[src/rtl/vsc_pkg.sv]
// Shared types, opcode/state encodings and the datapath ALU for the VSC core.
// Imported by the interface, the interrupt arbiter and the core.
package vsc_pkg;

  localparam int ADDR_W = 14;
  localparam int DATA_W = 32;
  localparam int IDX_W  = 3;

  typedef logic [ADDR_W-1:0] addr_t;
  typedef logic [DATA_W-1:0] word_t;
  typedef logic [IDX_W-1:0]  idx_t;

  typedef enum logic [2:0] {
    OP_ADD, OP_NAND, OP_SRL, OP_LT, OP_CP, OP_CPI, OP_BZJ, OP_MUL
  } op_e;

  typedef enum logic [2:0] {
    FETCH, DECODE, RDA, RDB, EXEC, IRQ_VEC, IRQ_SAVE
  } state_e;

  // Copy-type opcodes fall through to the default and return b unchanged.
  function automatic word_t alu(input op_e op, input word_t a, input word_t b);
    word_t r;
    r = b;
    case (op)
      OP_ADD:  r = a + b;
      OP_NAND: r = ~(a & b);
      OP_SRL: begin
        if (b < 32)      r = a >> b[4:0];
        else if (b < 64) r = a << b[4:0];
        else             r = '0;
      end
      OP_LT:   r = {{(DATA_W-1){1'b0}}, (a < b)};
      OP_MUL:  r = word_t'(a[15:0]) * word_t'(b[15:0]);
      default: r = b;
    endcase
    return r;
  endfunction

endpackage

[src/rtl/vsc_cpu_vec_irq_if.sv]
// Single-port synchronous RAM bus between the core (master) and the RAM (slave).
// Read data is valid one cycle after the address is presented.
interface vsc_cpu_vec_irq_if;
  import vsc_pkg::*;

  logic  wrEn;
  addr_t addr_toRAM;
  word_t data_toRAM;
  word_t data_fromRAM;

  modport master (
    output wrEn, addr_toRAM, data_toRAM,
    input  data_fromRAM
  );

  modport slave (
    input  wrEn, addr_toRAM, data_toRAM,
    output data_fromRAM
  );

endinterface

[src/rtl/vsc_irq_arb.sv]
// Interrupt front end: rising-edge detect, sticky pending bits, fixed-priority
// pick (index 0 highest) and one-hot acknowledge of the line being vectored.
module vsc_irq_arb
  import vsc_pkg::*;
#(
  parameter int NUM_IRQ = 4
) (
  input  logic               clk,
  input  logic               rst_n,
  input  logic [NUM_IRQ-1:0] irq_i,
  input  logic [NUM_IRQ-1:0] irq_en_i,
  input  logic               ack_stb_i,
  input  idx_t               ack_idx_i,
  output logic               req_o,
  output idx_t               pick_o,
  output logic [NUM_IRQ-1:0] ack_o
);

  logic [NUM_IRQ-1:0] irq_q;
  logic [NUM_IRQ-1:0] pending_q;
  logic [NUM_IRQ-1:0] pending_d;
  logic [NUM_IRQ-1:0] active;

  assign active = pending_q & irq_en_i;
  assign req_o  = |active;

  // A fresh edge in the same cycle as the ack keeps the line pending.
  for (genvar gi = 0; gi < NUM_IRQ; gi++) begin : g_line
    assign ack_o[gi]     = ack_stb_i && (ack_idx_i == idx_t'(gi));
    assign pending_d[gi] = (pending_q[gi] & ~ack_o[gi]) | (irq_i[gi] & ~irq_q[gi]);
  end

  always_comb begin
    pick_o = '0;
    for (int i = NUM_IRQ - 1; i >= 0; i--) begin
      if (active[i]) pick_o = idx_t'(i);
    end
  end

  always_ff @(posedge clk or negedge rst_n) begin
    if (!rst_n) begin
      irq_q     <= '0;
      pending_q <= '0;
    end else begin
      irq_q     <= irq_i;
      pending_q <= pending_d;
    end
  end

endmodule

[src/rtl/vsc_cpu_vec_irq.sv]
// Multi-cycle VerySimpleCPU core over one synchronous RAM, with a vectored,
// non-nesting interrupt unit. Bus outputs are combinational from the state.
module vsc_cpu_vec_irq
  import vsc_pkg::*;
#(
  parameter int NUM_IRQ   = 4,
  parameter int VEC_BASE  = 8,
  parameter int SAVE_ADDR = 6,
  parameter int RST_PC    = 0
) (
  input  logic                  clk,
  input  logic                  rst_n,
  vsc_cpu_vec_irq_if.master     mem_bus,
  input  logic [NUM_IRQ-1:0]    irq,
  input  logic [NUM_IRQ-1:0]    irq_en,
  output logic [NUM_IRQ-1:0]    irq_ack,
  output logic                  in_isr
);

  state_e st_q, st_d;
  addr_t  pc_q, pc_d;
  word_t  iw_q, iw_d;
  word_t  ra_q, ra_d;
  word_t  rb_q, rb_d;
  idx_t   idx_q, idx_d;
  logic   in_isr_q, in_isr_d;

  logic   we;
  addr_t  addr;
  word_t  wdata;
  logic   ack_stb;
  logic   done;
  logic   irq_req;
  idx_t   irq_pick;

  op_e    op;
  logic   imm;
  addr_t  fa, fb, pc_inc;
  word_t  rdata, bzext;

  assign rdata  = mem_bus.data_fromRAM;
  assign op     = op_e'(iw_q[31:29]);
  assign imm    = iw_q[28];
  assign fa     = iw_q[27:14];
  assign fb     = iw_q[13:0];
  assign bzext  = word_t'(fb);
  assign pc_inc = pc_q + addr_t'(1);

  vsc_irq_arb #(.NUM_IRQ(NUM_IRQ)) u_arb (
    .clk       (clk),
    .rst_n     (rst_n),
    .irq_i     (irq),
    .irq_en_i  (irq_en),
    .ack_stb_i (ack_stb),
    .ack_idx_i (idx_q),
    .req_o     (irq_req),
    .pick_o    (irq_pick),
    .ack_o     (irq_ack)
  );

  always_comb begin
    st_d     = st_q;
    pc_d     = pc_q;
    iw_d     = iw_q;
    ra_d     = ra_q;
    rb_d     = rb_q;
    idx_d    = idx_q;
    in_isr_d = in_isr_q;
    we       = 1'b0;
    addr     = pc_q;
    wdata    = '0;
    ack_stb  = 1'b0;
    done     = 1'b0;

    case (st_q)
      FETCH: begin
        addr = pc_q;
        st_d = DECODE;
      end
      DECODE: begin
        iw_d = rdata;
        addr = rdata[27:14];
        st_d = RDA;
      end
      RDA: begin
        ra_d = rdata;
        addr = fb;
        // Immediate forms (except CPIi) finish here with *A on the read port.
        if (imm && op != OP_CPI) begin
          done = 1'b1;
          pc_d = pc_inc;
          if (op == OP_BZJ) begin
            pc_d = rdata[13:0] + fb;
          end else begin
            we    = 1'b1;
            addr  = fa;
            wdata = alu(op, rdata, bzext);
          end
        end else begin
          st_d = (op == OP_CPI) ? RDB : EXEC;
        end
      end
      RDB: begin
        rb_d = rdata;
        addr = rdata[13:0];
        st_d = EXEC;
      end
      EXEC: begin
        done = 1'b1;
        pc_d = pc_inc;
        addr = fa;
        if (op == OP_BZJ) begin
          if (rdata == '0) pc_d = ra_q[13:0];
          if (fa == addr_t'(SAVE_ADDR)) in_isr_d = 1'b0;
        end else if (op == OP_CPI && imm) begin
          we    = 1'b1;
          addr  = ra_q[13:0];
          wdata = rb_q;
        end else begin
          we    = 1'b1;
          wdata = alu(op, ra_q, rdata);
        end
      end
      IRQ_VEC: begin
        addr     = addr_t'(VEC_BASE) + addr_t'(idx_q);
        ack_stb  = 1'b1;
        in_isr_d = 1'b1;
        st_d     = IRQ_SAVE;
      end
      IRQ_SAVE: begin
        we    = 1'b1;
        addr  = addr_t'(SAVE_ADDR);
        wdata = word_t'(pc_q);
        pc_d  = rdata[13:0];
        st_d  = FETCH;
      end
      default: st_d = FETCH;
    endcase

    // Using in_isr_d lets a pending line preempt the fetch right after RETI.
    if (done) begin
      if (irq_req && !in_isr_d) begin
        st_d  = IRQ_VEC;
        idx_d = irq_pick;
      end else begin
        st_d = FETCH;
      end
    end
  end

  always_ff @(posedge clk or negedge rst_n) begin
    if (!rst_n) begin
      st_q     <= FETCH;
      pc_q     <= addr_t'(RST_PC);
      iw_q     <= '0;
      ra_q     <= '0;
      rb_q     <= '0;
      idx_q    <= '0;
      in_isr_q <= 1'b0;
    end else begin
      st_q     <= st_d;
      pc_q     <= pc_d;
      iw_q     <= iw_d;
      ra_q     <= ra_d;
      rb_q     <= rb_d;
      idx_q    <= idx_d;
      in_isr_q <= in_isr_d;
    end
  end

  assign mem_bus.wrEn       = we;
  assign mem_bus.addr_toRAM = addr;
  assign mem_bus.data_toRAM = wdata;
  assign in_isr             = in_isr_q;

endmodule
[src/flat_wrapper.sv]
// flat-port wrapper written by rule: the top's interface ports become plain ports
module vsc_cpu_vec_irq_flat import vsc_pkg::*;
#(
  parameter int NUM_IRQ   = 4,
  parameter int VEC_BASE  = 8,
  parameter int SAVE_ADDR = 6,
  parameter int RST_PC    = 0
)
  (clk, rst_n, irq, irq_en, irq_ack, in_isr, mem_bus_wrEn, mem_bus_addr_toRAM, mem_bus_data_toRAM, mem_bus_data_fromRAM);
  vsc_cpu_vec_irq_if mem_bus_i ();
  input  logic clk;
  input  logic rst_n;
  input  logic [NUM_IRQ-1:0] irq;
  input  logic [NUM_IRQ-1:0] irq_en;
  output logic [NUM_IRQ-1:0] irq_ack;
  output logic in_isr;
  output wire logic [$bits(mem_bus_i.wrEn)-1:0] mem_bus_wrEn;
  output wire logic [$bits(mem_bus_i.addr_toRAM)-1:0] mem_bus_addr_toRAM;
  output wire logic [$bits(mem_bus_i.data_toRAM)-1:0] mem_bus_data_toRAM;
  input wire logic [$bits(mem_bus_i.data_fromRAM)-1:0] mem_bus_data_fromRAM;
  assign mem_bus_wrEn = mem_bus_i.wrEn;
  assign mem_bus_addr_toRAM = mem_bus_i.addr_toRAM;
  assign mem_bus_data_toRAM = mem_bus_i.data_toRAM;
  assign mem_bus_i.data_fromRAM = mem_bus_data_fromRAM;
  vsc_cpu_vec_irq #(.NUM_IRQ(NUM_IRQ), .VEC_BASE(VEC_BASE), .SAVE_ADDR(SAVE_ADDR), .RST_PC(RST_PC)) u_core (.clk(clk), .rst_n(rst_n), .mem_bus(mem_bus_i), .irq(irq), .irq_en(irq_en), .irq_ack(irq_ack), .in_isr(in_isr));
endmodule
[config.mk]
export PLATFORM = sky130hd
export DESIGN_NAME = vsc_cpu_vec_irq_flat
export DESIGN_NICKNAME = d
export VERILOG_FILES = /design/src/rtl/vsc_pkg.sv /design/src/rtl/vsc_cpu_vec_irq_if.sv /design/src/rtl/vsc_irq_arb.sv /design/src/rtl/vsc_cpu_vec_irq.sv /design/src/flat_wrapper.sv
export SDC_FILE = /design/constraint.sdc
export NUM_CORES = 2
export LEC_CHECK = 0
export CAP_MARGIN = 20
export CORE_AREA = 10 10 350 352
export CTS_CLUSTER_SIZE = 24
export DETAILED_ROUTE_END_ITERATION = 8
export DIE_AREA = 0 0 360 362
export HOLD_SLACK_MARGIN = 0.12
export MAX_ROUTING_LAYER = met4
export PLACE_DENSITY_LB_ADDON = 0.05
export SLEW_MARGIN = 20
export SYNTH_ARGS = -nofsm -noshare
export SYNTH_HDL_FRONTEND = slang
export SYNTH_SLANG_ARGS = --single-unit
[constraint.sdc]
create_clock -name clk -period 11.9 [get_ports clk]
set_input_delay 2.38 -clock clk [delete_from_list [all_inputs] [get_ports clk]]
set_output_delay 2.38 -clock clk [all_outputs]
set_load 0.05 [all_outputs]
==> reports/metrics.yaml <==
die_x_um: 360
start_util_pct: 29.7
cpMaxStageDelayCell: "fa_1"
synth_edf_count: 0
path_common_cell: "fa_1"
outcome: "completed"
clock_latency_ns: 0.53
grt_pass1_wl_um: 279000
drt_iter0_drc: 3724
synth_compound_area_share_pct: 20.0
synthToLayoutAreaGrowth_pct: 12.7
ys_types: 87
gp_congestion: 0.992
numCtsBuffers: 17
worstHoldPathType: "register to register"
hold_violations: 0
cp_top_family: "adder cells"
synth.avg_cell_area_sq_um: 7.63
grt_pass1_vias: 35415
track_usage_pct: 30.6
nFillCells: 12610
synthTopCellsByCount: "nand2_1 (619), inv_1 (512), nor2_1 (426)"
antenna_found_initial: 15
ys_seq_area_share_pct: 9.04
fin_crit_sh_pct: 98.1
vias_per_cell: 5.80
critPathKind: "input port to output port"
crit_fanout: 6
ys.flop_type: "dfrtp_1"
place_hpwl_um: 156000
muxShareOfSynthArea_pct: 9.13
ys_warn_count: 0
critPathLaunchType: "input port"
cts_root_buffer: "clkbuf_16"
synthSimpleGateAreaFrac_pct: 17.9
fin_tns_setup_ns: 0
fmax_mhz: 85.6
portBuffers: 93
finalNetCount: 5220
worst-path-buf-inv: 10
final-setup-viol-count: 0
gr-total-overflow: 0
wire_per_inst_um: 32.8
synth_adder_area_share_pct: 31.7
maxCapViolCount: 0
min_period_ns: 11.68
synth_top_area_share_pct: 21.1
h-tree-depth: 4
core_sq_um: 115000
yosysMostFrequentCell: "nand2_1"
async_reset_ff_share_pct: 100
path_clk_slew_ns: 0.07
drive_above_1_share_pct: 10.1
ys_ff_latch: 124
cts_tree: "done"
synth_top_family_by_area: "adder cells"
syn-num-nets: 5194
setup.worst_path.end_class: "output port"
yosysTopAreaCell: "fa_1"
rows: 125
rsz0062_at_grt: "false"
cts_buffer_depth: 2
vias: 35221
first_pass_iters: 7
die_h_um: 362
ant_nets: 0
clock_sinks: 124
syn-instance-count: 4498
num_io_pins: 94
arrival_ns: 9.30
worstPathRequired_ns: 9.52
die_area_sq_um: 130000
slowest_delay_ns: 0.54
finClkSkew_ns: 0.0255
grt_max_degree: 74
max_slew_margin_pct: 21.9
yosys.area_share.xor_xnor_pct: 2.65
drcViolationCount: 0
netlist_area_sq_um: 34300
synth_area_leaders: "fa_1 (21%), ha_1 (11%), dfrtp_1 (9.0%)"
routed_wl_um: 199000
tightest_slew_ns: 1.14
drv_slew: 0
==> logic make-up (layout without fill, tap and decap cells) <==
family,after synthesis,in the layout
fa+ha+maj,654,654
mux,252,252
flops,124,124
xor+xnor,104,104
buf+inv,860,899
simple gates,1417,1417
compound gates,1087,1087
other cells,0,8
==> cells in the final DEF, fill, tap and decap left out, drive strengths merged, types with 48 or more instances in the layout <==
cell type and instances:
a211oi 52, a21oi 274, a31oi 49, and2 101, buf 285, clkdlybuf4s50 50
dfrtp 124, fa 361, ha 293, inv 520, mux2 48, mux2i 160
nand2 619, nand3 76, nor2 426, o211ai 56, o21ai 315, xnor2 71
==> metrics by stage <==
step / cells / util [%] / setup WS (ns) / hold WS, ns / instance area [sq um]
2_1_floorplan: 4498 / - / 0.00557 / 0.400 / 34300
3_3_place_gp: 6026 / 32.9 / 0.182 / 0.405 / 38000
3_5_place_dp: 6026 / 32.9 / 0.131 / 0.421 / 38000
4_1_cts: 6058 / 33.4 / 0.105 / 0.432 / 38600
5_1_grt: 6065 / 33.5 / 0.00252 / 0.447 / 38700
6_report: 6069 / 33.5 / 0.224 / 0.423 / 38700
==> registers in the layout (all words and copies together), names as in the netlist <==
name / count
u_core.u_arb.irq_q: 4
u_core.u_arb.pending_q: 4
u_core.iw_q: 32
u_core.idx_q: 2
u_core.rb_q: 32
u_core.pc_q: 14
u_core.st_q: 3
u_core.ra_q: 32
u_core.in_isr: 1
==> final timing paths <==
| path | start | end | slack (ns) | cells past startpoint |
|---|---|---|---|---|
| min | u_core.u_arb.irq_q[2] | u_core.u_arb.pending_q[2] | 0.42 | 1 |
| min in group asynchronous | rst_n | u_core.ra_q[21] | 1.76 | 1 |
| max | mem_bus_data_fromRAM[8] | mem_bus_data_toRAM[28] | 0.22 | 28 |
| max reg2reg | u_core.iw_q[0] | u_core.pc_q[12] | 7.58 | 13 |
| max in group asynchronous | rst_n | u_core.iw_q[1] | 8.67 | 2 |
| min reg2reg | u_core.u_arb.irq_q[2] | u_core.u_arb.pending_q[2] | 0.42 | 1 |
==> what timing repair did <==
| item | 4_1_cts | 5_1_grt |
|---|---|---|
| endpoints found under the setup margin | 0 | 7 |
| hold buffers | 0 | 0 |
| gates resized for setup | 0 | 10 |
| setup buffers | 0 | 3 |
==> layer usage <==
layer / part of all wire [%] / wire length (um) / global-route usage [%]
met2: 46 / 92500 / 49.3
met1: 43 / 86200 / 39.6
met4: 3.9 / 7740 / 10.6
met3: 6.4 / 12700 / 3.51
met5: 0 / 0 / -
==> area by class of cell <==
| cell class | instances | area, sq um | area share (%) |
|---|---|---|---|
| clock buffer | 18 | 429 | 1.11 |
| multi-input combinational | 3514 | 28000 | 72.4 |
| clock inverter | 14 | 210 | 0.544 |
| antenna | 8 | 20.0 | 0.0518 |
| sequential | 124 | 3120 | 8.07 |
| tap | 1524 | 1910 | 4.93 |
| timing repair buffer | 336 | 2970 | 7.69 |
| inverter | 531 | 2000 | 5.17 |
Power is not shown: default switching activity piles up to over one toggle a cycle in this logic, so the estimate is an artifact.
